### src/rtl/frame_sequencer_pkg.sv
// Shared types and default widths for the frame sequencer and its scan counter.
package frame_sequencer_pkg;

  localparam int unsigned DefRows        = 4;
  localparam int unsigned DefCols        = 4;
  localparam int unsigned DefRowBits     = 8;
  localparam int unsigned DefColBits     = 8;
  localparam int unsigned DefCoordBits   = 8;
  localparam int unsigned DefPaletteBits = 8;
  localparam int unsigned DefPixelBits   = 8;
  localparam int unsigned DefTimeout     = 255;

  typedef enum logic [3:0] {
    StIdle,
    StRFetch,
    StRLoad,
    StRIssue,
    StRWait,
    StSFetch,
    StSLoad,
    StSIssue,
    StSWait,
    StRdAddr,
    StRdWrite,
    StDone
  } seq_state_e;

  typedef struct packed {
    logic [DefCoordBits-1:0] x;
    logic [DefCoordBits-1:0] y;
    logic [DefCoordBits-1:0] z;
    logic [DefPixelBits-1:0] color;
  } voxel_t;

endpackage

### src/rtl/grid_scan_counter.sv
// Row-major row/col scan counter with wrap and a flag marking the final grid position.
module grid_scan_counter #(
  parameter int unsigned ROWS     = 4,
  parameter int unsigned COLS     = 4,
  parameter int unsigned ROW_BITS = 8,
  parameter int unsigned COL_BITS = 8
) (
  input  logic                clk_i,
  input  logic                rst_i,
  input  logic                clear_i,
  input  logic                advance_i,
  output logic [ROW_BITS-1:0] row_o,
  output logic [COL_BITS-1:0] col_o,
  output logic                last_o
);

  logic [ROW_BITS-1:0] row_d, row_q;
  logic [COL_BITS-1:0] col_d, col_q;
  logic                col_wrap;
  logic                row_wrap;

  assign col_wrap = (col_q == COL_BITS'(COLS - 1));
  assign row_wrap = (row_q == ROW_BITS'(ROWS - 1));

  always_comb begin
    row_d = row_q;
    col_d = col_q;
    if (clear_i) begin
      row_d = '0;
      col_d = '0;
    end else if (advance_i) begin
      if (col_wrap) begin
        col_d = '0;
        row_d = row_wrap ? '0 : row_q + ROW_BITS'(1);
      end else begin
        col_d = col_q + COL_BITS'(1);
      end
    end
  end

  always_ff @(posedge clk_i) begin
    if (rst_i) begin
      row_q <= '0;
      col_q <= '0;
    end else begin
      row_q <= row_d;
      col_q <= col_d;
    end
  end

  assign row_o  = row_q;
  assign col_o  = col_q;
  assign last_o = col_wrap && row_wrap;

endmodule

### src/rtl/frame_sequencer.sv
// Sequences one frame: rasterize pass, shade pass, then row-major pixel readout to the framebuffer.
module frame_sequencer
  import frame_sequencer_pkg::*;
#(
  parameter int unsigned ROWS         = DefRows,
  parameter int unsigned COLS         = DefCols,
  parameter int unsigned ROW_BITS     = DefRowBits,
  parameter int unsigned COL_BITS     = DefColBits,
  parameter int unsigned COORD_BITS   = DefCoordBits,
  parameter int unsigned PALETTE_BITS = DefPaletteBits,
  parameter int unsigned PIXEL_BITS   = DefPixelBits,
  parameter int unsigned TIMEOUT      = DefTimeout
) (
  input  logic                    clock,
  input  logic                    reset,
  input  logic                    start,
  input  logic [PALETTE_BITS-1:0] num_voxels,
  output logic                    busy,
  output logic                    frame_done,
  output logic                    error,
  output logic                    vox_rd,
  output logic [PALETTE_BITS-1:0] vox_addr,
  input  logic [COORD_BITS-1:0]   vox_x,
  input  logic [COORD_BITS-1:0]   vox_y,
  input  logic [COORD_BITS-1:0]   vox_z,
  input  logic [PIXEL_BITS-1:0]   vox_color,
  output logic                    do_rasterize,
  output logic                    do_shade,
  output logic [COORD_BITS-1:0]   voxel_x,
  output logic [COORD_BITS-1:0]   voxel_y,
  output logic [COORD_BITS-1:0]   voxel_z,
  output logic [PALETTE_BITS-1:0] voxel_id,
  output logic [PIXEL_BITS-1:0]   palette_entry,
  input  logic                    rasterizing_done,
  input  logic                    shading_done,
  output logic [ROW_BITS-1:0]     row,
  output logic [COL_BITS-1:0]     col,
  input  logic [PIXEL_BITS-1:0]   pixel,
  output logic                    fb_valid,
  input  logic                    fb_ready,
  output logic [ROW_BITS-1:0]     fb_row,
  output logic [COL_BITS-1:0]     fb_col,
  output logic [PIXEL_BITS-1:0]   fb_pixel
);

  localparam int unsigned WaitBits = $clog2(TIMEOUT + 1);

  seq_state_e              state_d, state_q;
  logic [PALETTE_BITS-1:0] id_d, id_q, num_d, num_q, id_inc;
  logic [WaitBits-1:0]     wait_d, wait_q;
  logic                    busy_d, busy_q, frame_done_d, frame_done_q, error_d, error_q;
  logic                    vox_rd_d, vox_rd_q, do_rast_d, do_rast_q, do_shade_d, do_shade_q;
  logic [PALETTE_BITS-1:0] vox_addr_d, vox_addr_q, voxel_id_d, voxel_id_q;
  logic [COORD_BITS-1:0]   voxel_x_d, voxel_x_q, voxel_y_d, voxel_y_q, voxel_z_d, voxel_z_q;
  logic [PIXEL_BITS-1:0]   palette_d, palette_q, fb_pixel_d, fb_pixel_q;
  logic                    fb_valid_d, fb_valid_q;
  logic [ROW_BITS-1:0]     fb_row_d, fb_row_q;
  logic [COL_BITS-1:0]     fb_col_d, fb_col_q;
  logic                    in_raster, pass_done, scan_adv, scan_clear, scan_last;

  assign id_inc     = id_q + PALETTE_BITS'(1);
  assign scan_clear = (state_q == StIdle);

  grid_scan_counter #(
    .ROWS     (ROWS),
    .COLS     (COLS),
    .ROW_BITS (ROW_BITS),
    .COL_BITS (COL_BITS)
  ) u_scan (
    .clk_i     (clock),
    .rst_i     (reset),
    .clear_i   (scan_clear),
    .advance_i (scan_adv),
    .row_o     (row),
    .col_o     (col),
    .last_o    (scan_last)
  );

  always_comb begin
    state_d    = state_q;
    id_d       = id_q;
    num_d      = num_q;
    wait_d     = wait_q;
    error_d    = error_q;
    voxel_x_d  = voxel_x_q;
    voxel_y_d  = voxel_y_q;
    voxel_z_d  = voxel_z_q;
    voxel_id_d = voxel_id_q;
    palette_d  = palette_q;
    fb_valid_d = fb_valid_q;
    fb_row_d   = fb_row_q;
    fb_col_d   = fb_col_q;
    fb_pixel_d = fb_pixel_q;
    scan_adv   = 1'b0;
    in_raster  = (state_q == StRWait);
    pass_done  = in_raster ? rasterizing_done : shading_done;

    unique case (state_q)
      StIdle: begin
        if (start) begin
          num_d   = num_voxels;
          id_d    = '0;
          error_d = 1'b0;
          state_d = (num_voxels != '0) ? StRFetch : StRdAddr;
        end
      end
      StRFetch: state_d = StRLoad;
      StSFetch: state_d = StSLoad;
      StRLoad, StSLoad: begin
        // Read data arrives the cycle after the strobe, i.e. during LOAD.
        voxel_x_d  = vox_x;
        voxel_y_d  = vox_y;
        voxel_z_d  = vox_z;
        voxel_id_d = id_q;
        if (state_q == StSLoad) palette_d = vox_color;
        state_d = (state_q == StRLoad) ? StRIssue : StSIssue;
      end
      StRIssue, StSIssue: begin
        wait_d  = '0;
        state_d = (state_q == StRIssue) ? StRWait : StSWait;
      end
      StRWait, StSWait: begin
        if (pass_done) begin
          if (id_inc == num_q) begin
            id_d    = '0;
            state_d = in_raster ? StSFetch : StRdAddr;
          end else begin
            id_d    = id_inc;
            state_d = in_raster ? StRFetch : StSFetch;
          end
        end else begin
          wait_d = wait_q + WaitBits'(1);
          if (wait_q == WaitBits'(TIMEOUT - 1)) begin
            error_d = 1'b1;
            state_d = StDone;
          end
        end
      end
      StRdAddr: begin
        fb_pixel_d = pixel;
        fb_row_d   = row;
        fb_col_d   = col;
        fb_valid_d = 1'b1;
        state_d    = StRdWrite;
      end
      StRdWrite: begin
        if (fb_ready) begin
          fb_valid_d = 1'b0;
          scan_adv   = 1'b1;
          state_d    = scan_last ? StDone : StRdAddr;
        end
      end
      StDone:  state_d = StIdle;
      default: state_d = StIdle;
    endcase

    // Strobes are decoded from the next state so they are registered yet line up with it.
    vox_rd_d     = (state_d == StRFetch) || (state_d == StSFetch);
    vox_addr_d   = vox_rd_d ? id_d : vox_addr_q;
    do_rast_d    = (state_d == StRIssue);
    do_shade_d   = (state_d == StSIssue);
    busy_d       = (state_d != StIdle);
    frame_done_d = (state_d == StDone);
  end

  always_ff @(posedge clock) begin
    if (reset) begin
      state_q      <= StIdle;
      id_q         <= '0;
      num_q        <= '0;
      wait_q       <= '0;
      busy_q       <= 1'b0;
      frame_done_q <= 1'b0;
      error_q      <= 1'b0;
      vox_rd_q     <= 1'b0;
      vox_addr_q   <= '0;
      do_rast_q    <= 1'b0;
      do_shade_q   <= 1'b0;
      voxel_x_q    <= '0;
      voxel_y_q    <= '0;
      voxel_z_q    <= '0;
      voxel_id_q   <= '0;
      palette_q    <= '0;
      fb_valid_q   <= 1'b0;
      fb_row_q     <= '0;
      fb_col_q     <= '0;
      fb_pixel_q   <= '0;
    end else begin
      state_q      <= state_d;
      id_q         <= id_d;
      num_q        <= num_d;
      wait_q       <= wait_d;
      busy_q       <= busy_d;
      frame_done_q <= frame_done_d;
      error_q      <= error_d;
      vox_rd_q     <= vox_rd_d;
      vox_addr_q   <= vox_addr_d;
      do_rast_q    <= do_rast_d;
      do_shade_q   <= do_shade_d;
      voxel_x_q    <= voxel_x_d;
      voxel_y_q    <= voxel_y_d;
      voxel_z_q    <= voxel_z_d;
      voxel_id_q   <= voxel_id_d;
      palette_q    <= palette_d;
      fb_valid_q   <= fb_valid_d;
      fb_row_q     <= fb_row_d;
      fb_col_q     <= fb_col_d;
      fb_pixel_q   <= fb_pixel_d;
    end
  end

  assign busy          = busy_q;
  assign frame_done    = frame_done_q;
  assign error         = error_q;
  assign vox_rd        = vox_rd_q;
  assign vox_addr      = vox_addr_q;
  assign do_rasterize  = do_rast_q;
  assign do_shade      = do_shade_q;
  assign voxel_x       = voxel_x_q;
  assign voxel_y       = voxel_y_q;
  assign voxel_z       = voxel_z_q;
  assign voxel_id      = voxel_id_q;
  assign palette_entry = palette_q;
  assign fb_valid      = fb_valid_q;
  assign fb_row        = fb_row_q;
  assign fb_col        = fb_col_q;
  assign fb_pixel      = fb_pixel_q;

endmodule

### config.mk
export PLATFORM = sky130hd
export DESIGN_NAME = frame_sequencer
export DESIGN_NICKNAME = d
export VERILOG_FILES = /design/src/rtl/frame_sequencer_pkg.sv /design/src/rtl/grid_scan_counter.sv /design/src/rtl/frame_sequencer.sv
export SDC_FILE = /design/constraint.sdc
export NUM_CORES = 1
export LEC_CHECK = 0
export ABC_AREA = 1
export CAP_MARGIN = 10
export CORE_UTILIZATION = 48
export CTS_CLUSTER_DIAMETER = 200
export DETAILED_ROUTE_END_ITERATION = 8
export GPL_TIMING_DRIVEN = 0
export PLACE_DENSITY_LB_ADDON = 0.05
export SLEW_MARGIN = 20
export SYNTH_ARGS = -nofsm -noshare
export SYNTH_HDL_FRONTEND = slang
export SYNTH_SLANG_ARGS = --single-unit
### constraint.sdc
create_clock -name clock -period 2.7 [get_ports clock]
set_input_delay 0.54 -clock clock [delete_from_list [all_inputs] [get_ports clock]]
set_output_delay 0.54 -clock clock [all_outputs]
set_load 0.005 [all_outputs]
==> run summary, run 1 <==
Total congestion overflow: 0
Final net count: 958
Outcome: complete, no violations
Clock slew at reported path FFs: 0.06 ns
Startpoint types: flip-flop
Layout cells sized above 1: 0.0914
Slowest-stage cell, CP: dfxtp_4
Clk root buf: clkbuf_8
Die Ht: 107 µm
Total Routed Length: 14,900 µm
Critical path, cell by cell: ha_2 > nand2_1 > nor2_2 > nand2_1 > nand3_1 > nand3_1 > nor2_1 > nand3_4 > inv_1 > ha_1 > o21ai_1 > nand2_1 > o21ai_0 > nand2_1
Total of max-cap violations: 0
Pwr Density: 832 nW/µm²
Max clock buf depth: 2
Critical Path Source: id_q[0]
Drc violations: 0
Worst Hold Path EP: fb_valid
Vias: 5,253
RSZ-0062 raised after global routing: no
Sequential share of the synthesized area: 0.465
Worst Reg-to-Reg Cells: 14
First-pass GRT wire length: 23,900 µm
Initial antenna violation count: 0
Post-Synthesis Cell Area: 5300 µm²
Synthesized flop and latch total: 123
Clock Latency Late Sink: 0.53 ns
CP most frequent cell: nand2_1
Io pins: 149
Syn Area/Cell: 7.27 µm²
Filler Cells Inserted: 802
Headroom to the max-slew limit: 0.614
Fin. Hold Viols: 0
Crit share post-route: 0.925
Worst vdd ir: 0.575 mV
Final setup vio count: 0
Setup TNS: 0 ns
Internal power: 4.40 mW
Fin cells: 1,044
TritonCTS clock tree: done
Fmax: 0.400 GHz
Area delta synth->final: 42.7%
Combinational Power Share: 0.285
DR vias/cell: 5.03
Antenna Cells: 0
Gr usage total: 0.268
Min-delay worst type: reg2reg
Flop pwr share: 0.360
Final worst path period need: 2.50 ns
CTS buffer count: 17
GPL Wtd Cong: 0.909
Vias in the first global route: 5,181
Rows: 37
Die width: 107 µm
Worst-case clock skew: 0.00710 ns
Final ANT Viol Nets: 0
Cell family with the largest share of critical-path delay: simple AND/OR/NAND/NOR gates
Initial cell density of the core: 0.504
Synth Instances: 729
Drt first pass iters: 4
Worst hold path stage count: 2
Syn nets: 789
Core box area: 10,500 µm²
WP data arrival: 2.91 ns
Hold-fix buffers at CTS: 0
Worst reg2reg path endpoint: busy
Die area: 11,500 µm²
Synth area leaders: dfxtp_1 46%, nor2_1 11%, nand2_1 7.9%
Placed cell count: 1,013
Most common cell after layout, fill and taps aside: nor2_1
Slew Limit Fails: 0
Least-Margin Pin Slew: 0.580 ns
Largest stage delay, worst path: 0.39 ns
Commonest non-fill, non-tap cells in the layout: 158 x nor2_1, 148 x clkdlybuf4s50_1, 121 x dfxtp_1, 112 x nand2_1, 84 x o21ai_0
Clock sinks: 123
Port bufs: 148
Asr flop ratio synth: 0
WP data required: 3.11 ns
Buf/Inv on CP: 1
Starting DRT DRC Count: 364
Switch Pwr: 1.89 mW
Hold Path Origin: fb_valid
Clk pwr share: 0.356
Post-DP HPWL: 11,000 µm
Crit path capture type: flip-flop
R2R Setup Slk: 0.20 ns
Leakage power: 3.19 nW
Switching share of power: 0.300
CP max FO: 9
Reg area: 2470 µm²
H-tree depth reported by CTS: 4
Footprint of the multi-input gates: 2450 µm²
Most used DFF post-synth: dfxtp_1
Synth area leader: dfxtp_1
Largest net degree at the start of global routing: 17
Unique masters post-synth: 37
Critical path type: reg2reg
Post-synth EDFFs: 0
WL/cell: 14.2 µm
Critical R2R Launch: id_q[0]
Syn. warnings: 0
Synth top area share: 0.465
synthesized netlist by cell type, types with 2 or more instances:
cell,number
nor3_1,7
buf_2,3
ha_1,6
buf_1,3
o211a_1,2
inv_1,64
nor2_4,6
xor2_1,4
nand2_1,112
o21bai_1,2
nor2_2,8
clkinv_1,2
nor2_1,159
a21oi_1,56
inv_2,6
clkbuf_1,15
o21ai_1,4
buf_4,2
buf_6,2
nand2_4,5
dfxtp_1,123
nand2_2,7
nand3_2,5
o21ai_0,84
nand3_1,30
metal layers:
metal  share of wire  routed length [µm]  GRT usage
met3           0.082                1220      0.120
met5               0                   0          0
met4           0.022                 334      0.105
met1            0.41                6040      0.288
met2            0.49                7270      0.461
cell families after synthesis:
logic type / synth area share
buf+inv: 0.0746
compound gates: 0.144
xor+xnor: 0.00827
fa+ha+maj: 0.0142
simple gates: 0.294
flops: 0.465
power groups by stage:
stage	Sequential [mW]	Combinational [mW]	Clock (mW)
floorplan	2.30	0.964	0
global placement	2.28	1.72	0
detailed placement	2.30	1.75	0
CTS	2.26	1.76	2.26
global route	2.29	1.99	2.35
finish	2.26	1.79	2.24
area by class of cell:
type,instances,area share
multi-input cells,508,0.324
plain buffers,25,0.0159
clock buffers,21,0.0607
well taps,136,0.0225
repair buffers,150,0.198
inverters,73,0.0364
clock inverters,8,0.0157
flip-flops and latches,123,0.326
repair_timing:
action                                  4_1_cts  5_1_grt
gates resized for setup                       1        5
endpoints found under the setup margin        6       11
pin swaps                                     0        1
setup buffers                                 0        2
how the worst max path moves through the flow:
stage | endpoint | slack, ns | depth (start not counted)
finish | busy | 0.20 | 14
global route | vox_addr[5] | 0.01 | 18
CTS | vox_addr[1] | 0.06 | 18
detailed placement | vox_addr[6] | 0.09 | 18
global placement | vox_addr[6] | 0.09 | 18
floorplan | vox_addr[6] | 0.48 | 18
worst reg2reg max path, delay by kind of cell (launching register included):
family / cells / cell delay (ns)
AO/OA/AOI/OAI: 2 / 0.42
adder cells (fa/ha/maj): 2 / 0.42
buffers and inverters: 1 / 0.09
flip-flops: 1 / 0.39
AND/OR/NAND/NOR: 9 / 1.08
metrics by stage:
stage          hold WS, ns  total power [mW]   util  instance area [µm²]  setup slack, ns
6_report             0.472              6.29  0.719                 7560            0.202
5_1_grt              0.504              6.64  0.719                 7560           0.0132
4_1_cts              0.470              6.29  0.716                 7530           0.0559
3_5_place_dp         0.460              4.05  0.661                 6950           0.0853
3_3_place_gp         0.453              4.00  0.661                 6950           0.0871
2_1_floorplan        0.445              3.26      -                 5300            0.475
(Power assumes the default switching activity.)
==> run 2, diff against run 1 <==
==> constraint.sdc (replaced) <==
create_clock -name clock -period 2.7 [get_ports clock]
set_input_delay 0.54 -clock clock [delete_from_list [all_inputs] [get_ports clock]]
set_output_delay 0.54 -clock clock [all_outputs]
set_load 0.1 [all_outputs]
==> run 2 against run 1 <==
Compared with the run above: clock skew about the same; register-to-register slack barely moved; largest cell class unchanged; clock power is essentially flat; highest routed layer unchanged; critical endpoint is now col[3]; largest power group is now combinational logic; via count about the same.
==> run summary, run 2 (synthesis results as in run 1) <==
Outcome: complete, no violations (unchanged)
Fin. Hold Viols: 0 (unchanged)
Cell family with the largest share of critical-path delay: buffers and inverters (was simple AND/OR/NAND/NOR gates)
Worst vdd ir: 0.846 mV (was 0.575 mV)
Port bufs: 148 (unchanged)
Commonest non-fill, non-tap cells in the layout: 158 x nor2_1, 142 x clkdlybuf4s50_1, 121 x dfxtp_1, 112 x nand2_1, 84 x o21ai_0 (was 158 x nor2_1, 148 x clkdlybuf4s50_1, 121 x dfxtp_1, 112 x nand2_1, 84 x o21ai_0)
Startpoint types: flip-flop (unchanged)
Io pins: 149 (unchanged)
Critical path, cell by cell: clkdlybuf4s50_1 (was ha_2 > nand2_1 > nor2_2 > nand2_1 > nand3_1 > nand3_1 > nor2_1 > nand3_4 > inv_1 > ha_1 > o21ai_1 > nand2_1 > o21ai_0 > nand2_1)
Most common cell after layout, fill and taps aside: nor2_1 (unchanged)
Footprint of the multi-input gates: 2450 µm² (unchanged)
Least-Margin Pin Slew: 1.05 ns (was 0.580 ns)
Crit share post-route: 0.985 (was 0.925)
Buf/Inv on CP: 1 (unchanged)
TritonCTS clock tree: done (unchanged)
Die Ht: 107 µm (unchanged)
Post-DP HPWL: 11,000 µm (unchanged)
Clock sinks: 123 (unchanged)
WP data required: 2.16 ns (was 3.11 ns)
Clk root buf: clkbuf_8 (unchanged)
Fmax: 0.376 GHz (was 0.400 GHz)
Initial cell density of the core: 0.504 (unchanged)
RSZ-0062 raised after global routing: no (unchanged)
Total Routed Length: 14,800 µm (was 14,900 µm)
WL/cell: 14.2 µm (about the same)
Clock Latency Late Sink: 0.53 ns (about the same)
Antenna Cells: 0 (unchanged)
Pwr Density: 1040 nW/µm² (was 832 nW/µm²)
Setup TNS: 0 ns (unchanged)
Starting DRT DRC Count: 332 (was 364)
Rows: 37 (unchanged)
Vias in the first global route: 5,181 (unchanged)
Slew Limit Fails: 0 (unchanged)
Headroom to the max-slew limit: 0.299 (was 0.614)
Clock slew at reported path FFs: 0.06 ns (about the same)
Final net count: 958 (unchanged)
Initial antenna violation count: 0 (unchanged)
First-pass GRT wire length: 23,900 µm (about the same)
Worst-case clock skew: 0.00706 ns (was 0.00710 ns)
H-tree depth reported by CTS: 4 (unchanged)
Reg area: 2470 µm² (unchanged)
Largest stage delay, worst path: 1.17 ns (was 0.39 ns)
WP data arrival: 2.12 ns (was 2.91 ns)
Vias: 5,255 (was 5,253)
Die area: 11,500 µm² (unchanged)
Layout cells sized above 1: 0.0914 (unchanged)
Total congestion overflow: 0 (unchanged)
Drc violations: 0 (unchanged)
Max clock buf depth: 2 (unchanged)
Largest net degree at the start of global routing: 17 (unchanged)
Total of max-cap violations: 0 (unchanged)
Drt first pass iters: 4 (unchanged)
Min-delay worst type: reg2reg (unchanged)
Final ANT Viol Nets: 0 (unchanged)
Leakage power: 3.26 nW (was 3.19 nW)
Min Hold Slack: 0.472 ns (about the same)
GPL Wtd Cong: 0.909 (unchanged)
CTS buffer count: 17 (unchanged)
Core box area: 10,500 µm² (unchanged)
Die width: 107 µm (unchanged)
Crit path capture type: primary output (was flip-flop)
Filler Cells Inserted: 802 (unchanged)
CP max FO: 5 (was 9)
Gr usage total: 0.268 (about the same)
Final worst path period need: 2.66 ns (was 2.50 ns)
Final setup vio count: 0 (unchanged)
Area delta synth->final: 42.8% (was 42.7%)
Critical path type: reg2out (was reg2reg)
DR vias/cell: 5.03 (about the same)
Slowest-stage cell, CP: clkdlybuf4s50_1 (was dfxtp_4)
==> run 2: metal layers <==
metal	track usage	vias up	wire [µm]
li1	-	2668	-
met1	0.288	2395	6000
met2	0.461	162	7300
met3	0.119	30	1180
met4	0.105	0	365
met5	0	-	0
==> run 2: layout make-up <==
| class | instances | area share |
|---|---|---|
| Multi-Input combinational cell | 508 | 0.324 |
| Clock inverter | 8 | 0.0157 |
| Inverter | 73 | 0.0364 |
| Tap cell | 136 | 0.0225 |
| Buffer | 25 | 0.0159 |
| Clock buffer | 21 | 0.0607 |
| Timing Repair Buffer | 150 | 0.198 |
| Sequential cell | 123 | 0.326 |
==> run 2: stage by stage <==
stage / power (mW) / util / instance area (µm²) / setup slack [ns] / std cells
5_1_grt: 8.22 / 0.720 / 7560 / 0.00453 / 1044
3_5_place_dp: 5.63 / 0.661 / 6950 / 0.0853 / 1013
6_report: 7.87 / 0.720 / 7560 / 0.0408 / 1044
3_3_place_gp: 5.58 / 0.661 / 6950 / 0.0871 / 1013
4_1_cts: 7.87 / 0.716 / 7520 / 0.00347 / 1042
2_1_floorplan: 4.84 / - / 5300 / 0.242 / 729
==> run 2: worst paths after layout <==
check        depth (start not counted)  slack, ns       startpoint       end
max                                  1       0.04  u_scan.col_o[3]    col[3]
max reg2reg                         14       0.21          id_q[0]      busy
min                                  2       0.47         fb_valid  fb_valid
min reg2reg                          2       0.47         fb_valid  fb_valid
==> run 2: power breakdown <==
part	leakage (nW)	switching, mW	internal (mW)
registers	1.00	0.158	2.10
clock network	0.289	0.781	1.46
logic	1.97	2.53	0.841
total	3.26	3.47	4.40
==> run 2: timing repair <==
item / 4_1_cts / 5_1_grt
pin swaps: 0 / 1
gates cloned: 0 / 0
resized for setup: 4 / 8
setup buffers: 0 / 2
setup endpoints to repair: 9 / 14
hold buffers: 0 / 0
==> run 2: tightest hold or removal path: cells and delay by family, from the launching register on <==
kind | cells | cell delay (ns)
AO/OA/AOI/OAI | 1 | 0.05
flip-flops | 1 | 0.31
AND/OR/NAND/NOR | 1 | 0.06
==> run 3, diff against run 2 <==
--- a/config.mk
+++ b/config.mk
@@ -7,7 +7,7 @@
 export LEC_CHECK = 0
 export ABC_AREA = 1
 export CAP_MARGIN = 10
-export CORE_UTILIZATION = 48
+export CORE_UTILIZATION = 43
 export CTS_CLUSTER_DIAMETER = 200
 export DETAILED_ROUTE_END_ITERATION = 8
 export GPL_TIMING_DRIVEN = 0
==> constraint.sdc (replaced) <==
create_clock -name clock -period 2.4 [get_ports clock]
set_input_delay 0.48 -clock clock [delete_from_list [all_inputs] [get_ports clock]]
set_output_delay 0.48 -clock clock [all_outputs]
set_load 0.1 [all_outputs]
==> run 3 against run 2 <==
Compared with the run above: sequential share of layout area is 0.66 points lower; largest power group unchanged; register-to-register slack worse by 0.04 ns; worst setup slack worse by 0.012 ns; largest cell class is now multi-input gates; die area is 11% higher; highest routed layer unchanged; critical endpoint is now fb_pixel[4].
==> run summary, run 3 (synthesis results as in run 1) <==
Outcome: complete, no violations (unchanged)
Worst setup path end: fb_pixel[4] (was col[3])
Most common cell after layout, fill and taps aside: nor2_1 (unchanged)
Core box area: 12,000 µm² (was 10,500 µm²)
Die Ht: 113 µm (was 107 µm)
Die area: 12,800 µm² (was 11,500 µm²)
Leakage power: 3.96 nW (was 3.26 nW)
Rows: 40 (was 37)
Critical Path Source: fb_pixel[4] (was u_scan.col_o[3])
CTS buffer count: 17 (unchanged)
Initial antenna violation count: 0 (unchanged)
Total congestion overflow: 0 (unchanged)
GPL Wtd Cong: 0.857 (was 0.909)
Final WS setup: 0.0285 ns (was 0.0408 ns)
Gr usage total: 0.248 (was 0.268)
First-pass GRT wire length: 24,600 µm (was 23,900 µm)
Layout cells sized above 1: 0.116 (was 0.0914)
Pwr Density: 1180 nW/µm² (was 1040 nW/µm²)
Fin. Hold Viols: 0 (unchanged)
Slowest-stage cell, CP: clkdlybuf4s50_1 (unchanged)
Starting DRT DRC Count: 314 (was 332)
Critical path type: reg2out (unchanged)
Total Routed Length: 15,200 µm (was 14,800 µm)
H-tree depth reported by CTS: 4 (unchanged)
Initial cell density of the core: 0.441 (was 0.504)
Final ANT Viol Nets: 0 (unchanged)
Worst Reg-to-Reg Cells: 18 (was 14)
Max clock buf depth: 2 (unchanged)
Critical R2R Launch: id_q[0] (unchanged)
Largest stage delay, worst path: 1.14 ns (was 1.17 ns)
Drc violations: 0 (unchanged)
Port bufs: 148 (unchanged)
Worst reg2reg path endpoint: vox_addr[0] (was busy)
Clock slew at reported path FFs: 0.06 ns (about the same)
Setup TNS: 0 ns (unchanged)
Cell family with the largest share of critical-path delay: buffers and inverters (unchanged)
Io pins: 149 (unchanged)
Worst-case clock skew: 0.00847 ns (was 0.00706 ns)
WP data arrival: 1.89 ns (was 2.12 ns)
WL/cell: 14.3 µm (was 14.2 µm)
Worst vdd ir: 0.689 mV (was 0.846 mV)
Post-DP HPWL: 11,200 µm (was 11,000 µm)
CP max FO: 2 (was 5)
Slew Limit Fails: 0 (unchanged)
Final worst path period need: 2.37 ns
Pre-CTS setup slack: -0.284 ns (was 0.0853 ns)
Drt first pass iters: 4 (unchanged)
TritonCTS clock tree: done (unchanged)
Fmax: 0.422 GHz
Crit share post-route: 0.988
Hold-fix buffers at CTS: 0 (unchanged)
Min-delay worst type: reg2reg (unchanged)
Commonest non-fill, non-tap cells in the layout: 151 x nor2_1, 115 x dfxtp_1, 110 x nand2_1, 83 x o21ai_0, 76 x clkdlybuf4s50_1 (was 158 x nor2_1, 142 x clkdlybuf4s50_1, 121 x dfxtp_1, 112 x nand2_1, 84 x o21ai_0)
DR vias/cell: 5.00 (was 5.03)
Antenna Cells: 0 (unchanged)
CP Depth: 1 (unchanged)
Vias in the first global route: 5,253 (was 5,181)
Startpoint types: flip-flop (unchanged)
WP data required: 1.92 ns (was 2.16 ns)
Vias: 5,311 (was 5,255)
Least-Margin Pin Slew: 1.03 ns (was 1.05 ns)
Buf/Inv on CP: 1 (unchanged)
Area delta synth->final: 46.3% (was 42.8%)
Total of max-cap violations: 0 (unchanged)
Die width: 113 µm (was 107 µm)
Crit path capture type: primary output (unchanged)
Clock sinks: 123 (unchanged)
Largest net degree at the start of global routing: 17 (unchanged)
R2R Setup Slk: 0.17 ns (was 0.21 ns)
Critical path, cell by cell: clkdlybuf4s50_1 (unchanged)
Clk root buf: clkbuf_16 (was clkbuf_8)
Headroom to the max-slew limit: 0.314 (was 0.299)
Final setup vio count: 0 (unchanged)
Clock Latency Late Sink: 0.42 ns (was 0.53 ns)
Final net count: 963 (was 958)
-- run 3: report_power, final --
group          internal [mW]  switching [mW]  total [mW]
logic                  0.962            2.91        3.87
clock network           1.78           0.919        2.70
registers               2.37           0.174        2.54
-- run 3: final cells by class --
cell class | count | area, µm²
clock inverters | 12 | 170
fillers | 1105 | 4260
plain buffers | 25 | 124
repair buffers | 154 | 1570
clock buffers | 20 | 457
inverters | 73 | 275
flip-flops and latches | 123 | 2480
multi-input cells | 509 | 2500
well taps | 147 | 184
-- run 3: worst min-delay path by stage --
stage             start        to  depth (start not counted)
2_1_floorplan  num_q[2]  num_q[2]                          2
4_1_cts        fb_valid  fb_valid                          2
3_5_place_dp   num_q[4]  num_q[4]                          2
6_report       fb_valid  fb_valid                          2
3_3_place_gp   fb_valid  fb_valid                          2
5_1_grt        num_q[4]  num_q[4]                          2
-- run 3: metal layers --
metal / vias to the layer above / track usage / share of wire
met2: 144 / 0.416 / 0.48
met3: 24 / 0.0996 / 0.077
met4: 0 / 0.104 / 0.019
li1: 2682 / - / -
met1: 2461 / 0.279 / 0.42
met5: - / 0 / 0
-- run 3: per-stage QoR --
stage / area (µm²) / util / hold WS [ns] / instances / power (mW)
after detailed placement: 6970 / 0.580 / 0.464 / 1024 / 6.34
after CTS: 7560 / 0.629 / 0.469 / 1057 / 9.01
final: 7750 / 0.645 / 0.462 / 1063 / 9.11
after global routing: 7750 / 0.645 / 0.494 / 1063 / 9.52
after floorplan: 5300 / - / 0.445 / 729 / 5.45
after global placement: 6970 / 0.580 / 0.453 / 1024 / 6.29
-- run 3: what timing repair did --
item | 4_1_cts | 5_1_grt
pin swaps | 2 | 5
endpoints found under the setup margin | 54 | 41
gates cloned | 0 | 2
setup buffers | 1 | 4
resized for setup | 48 | 48
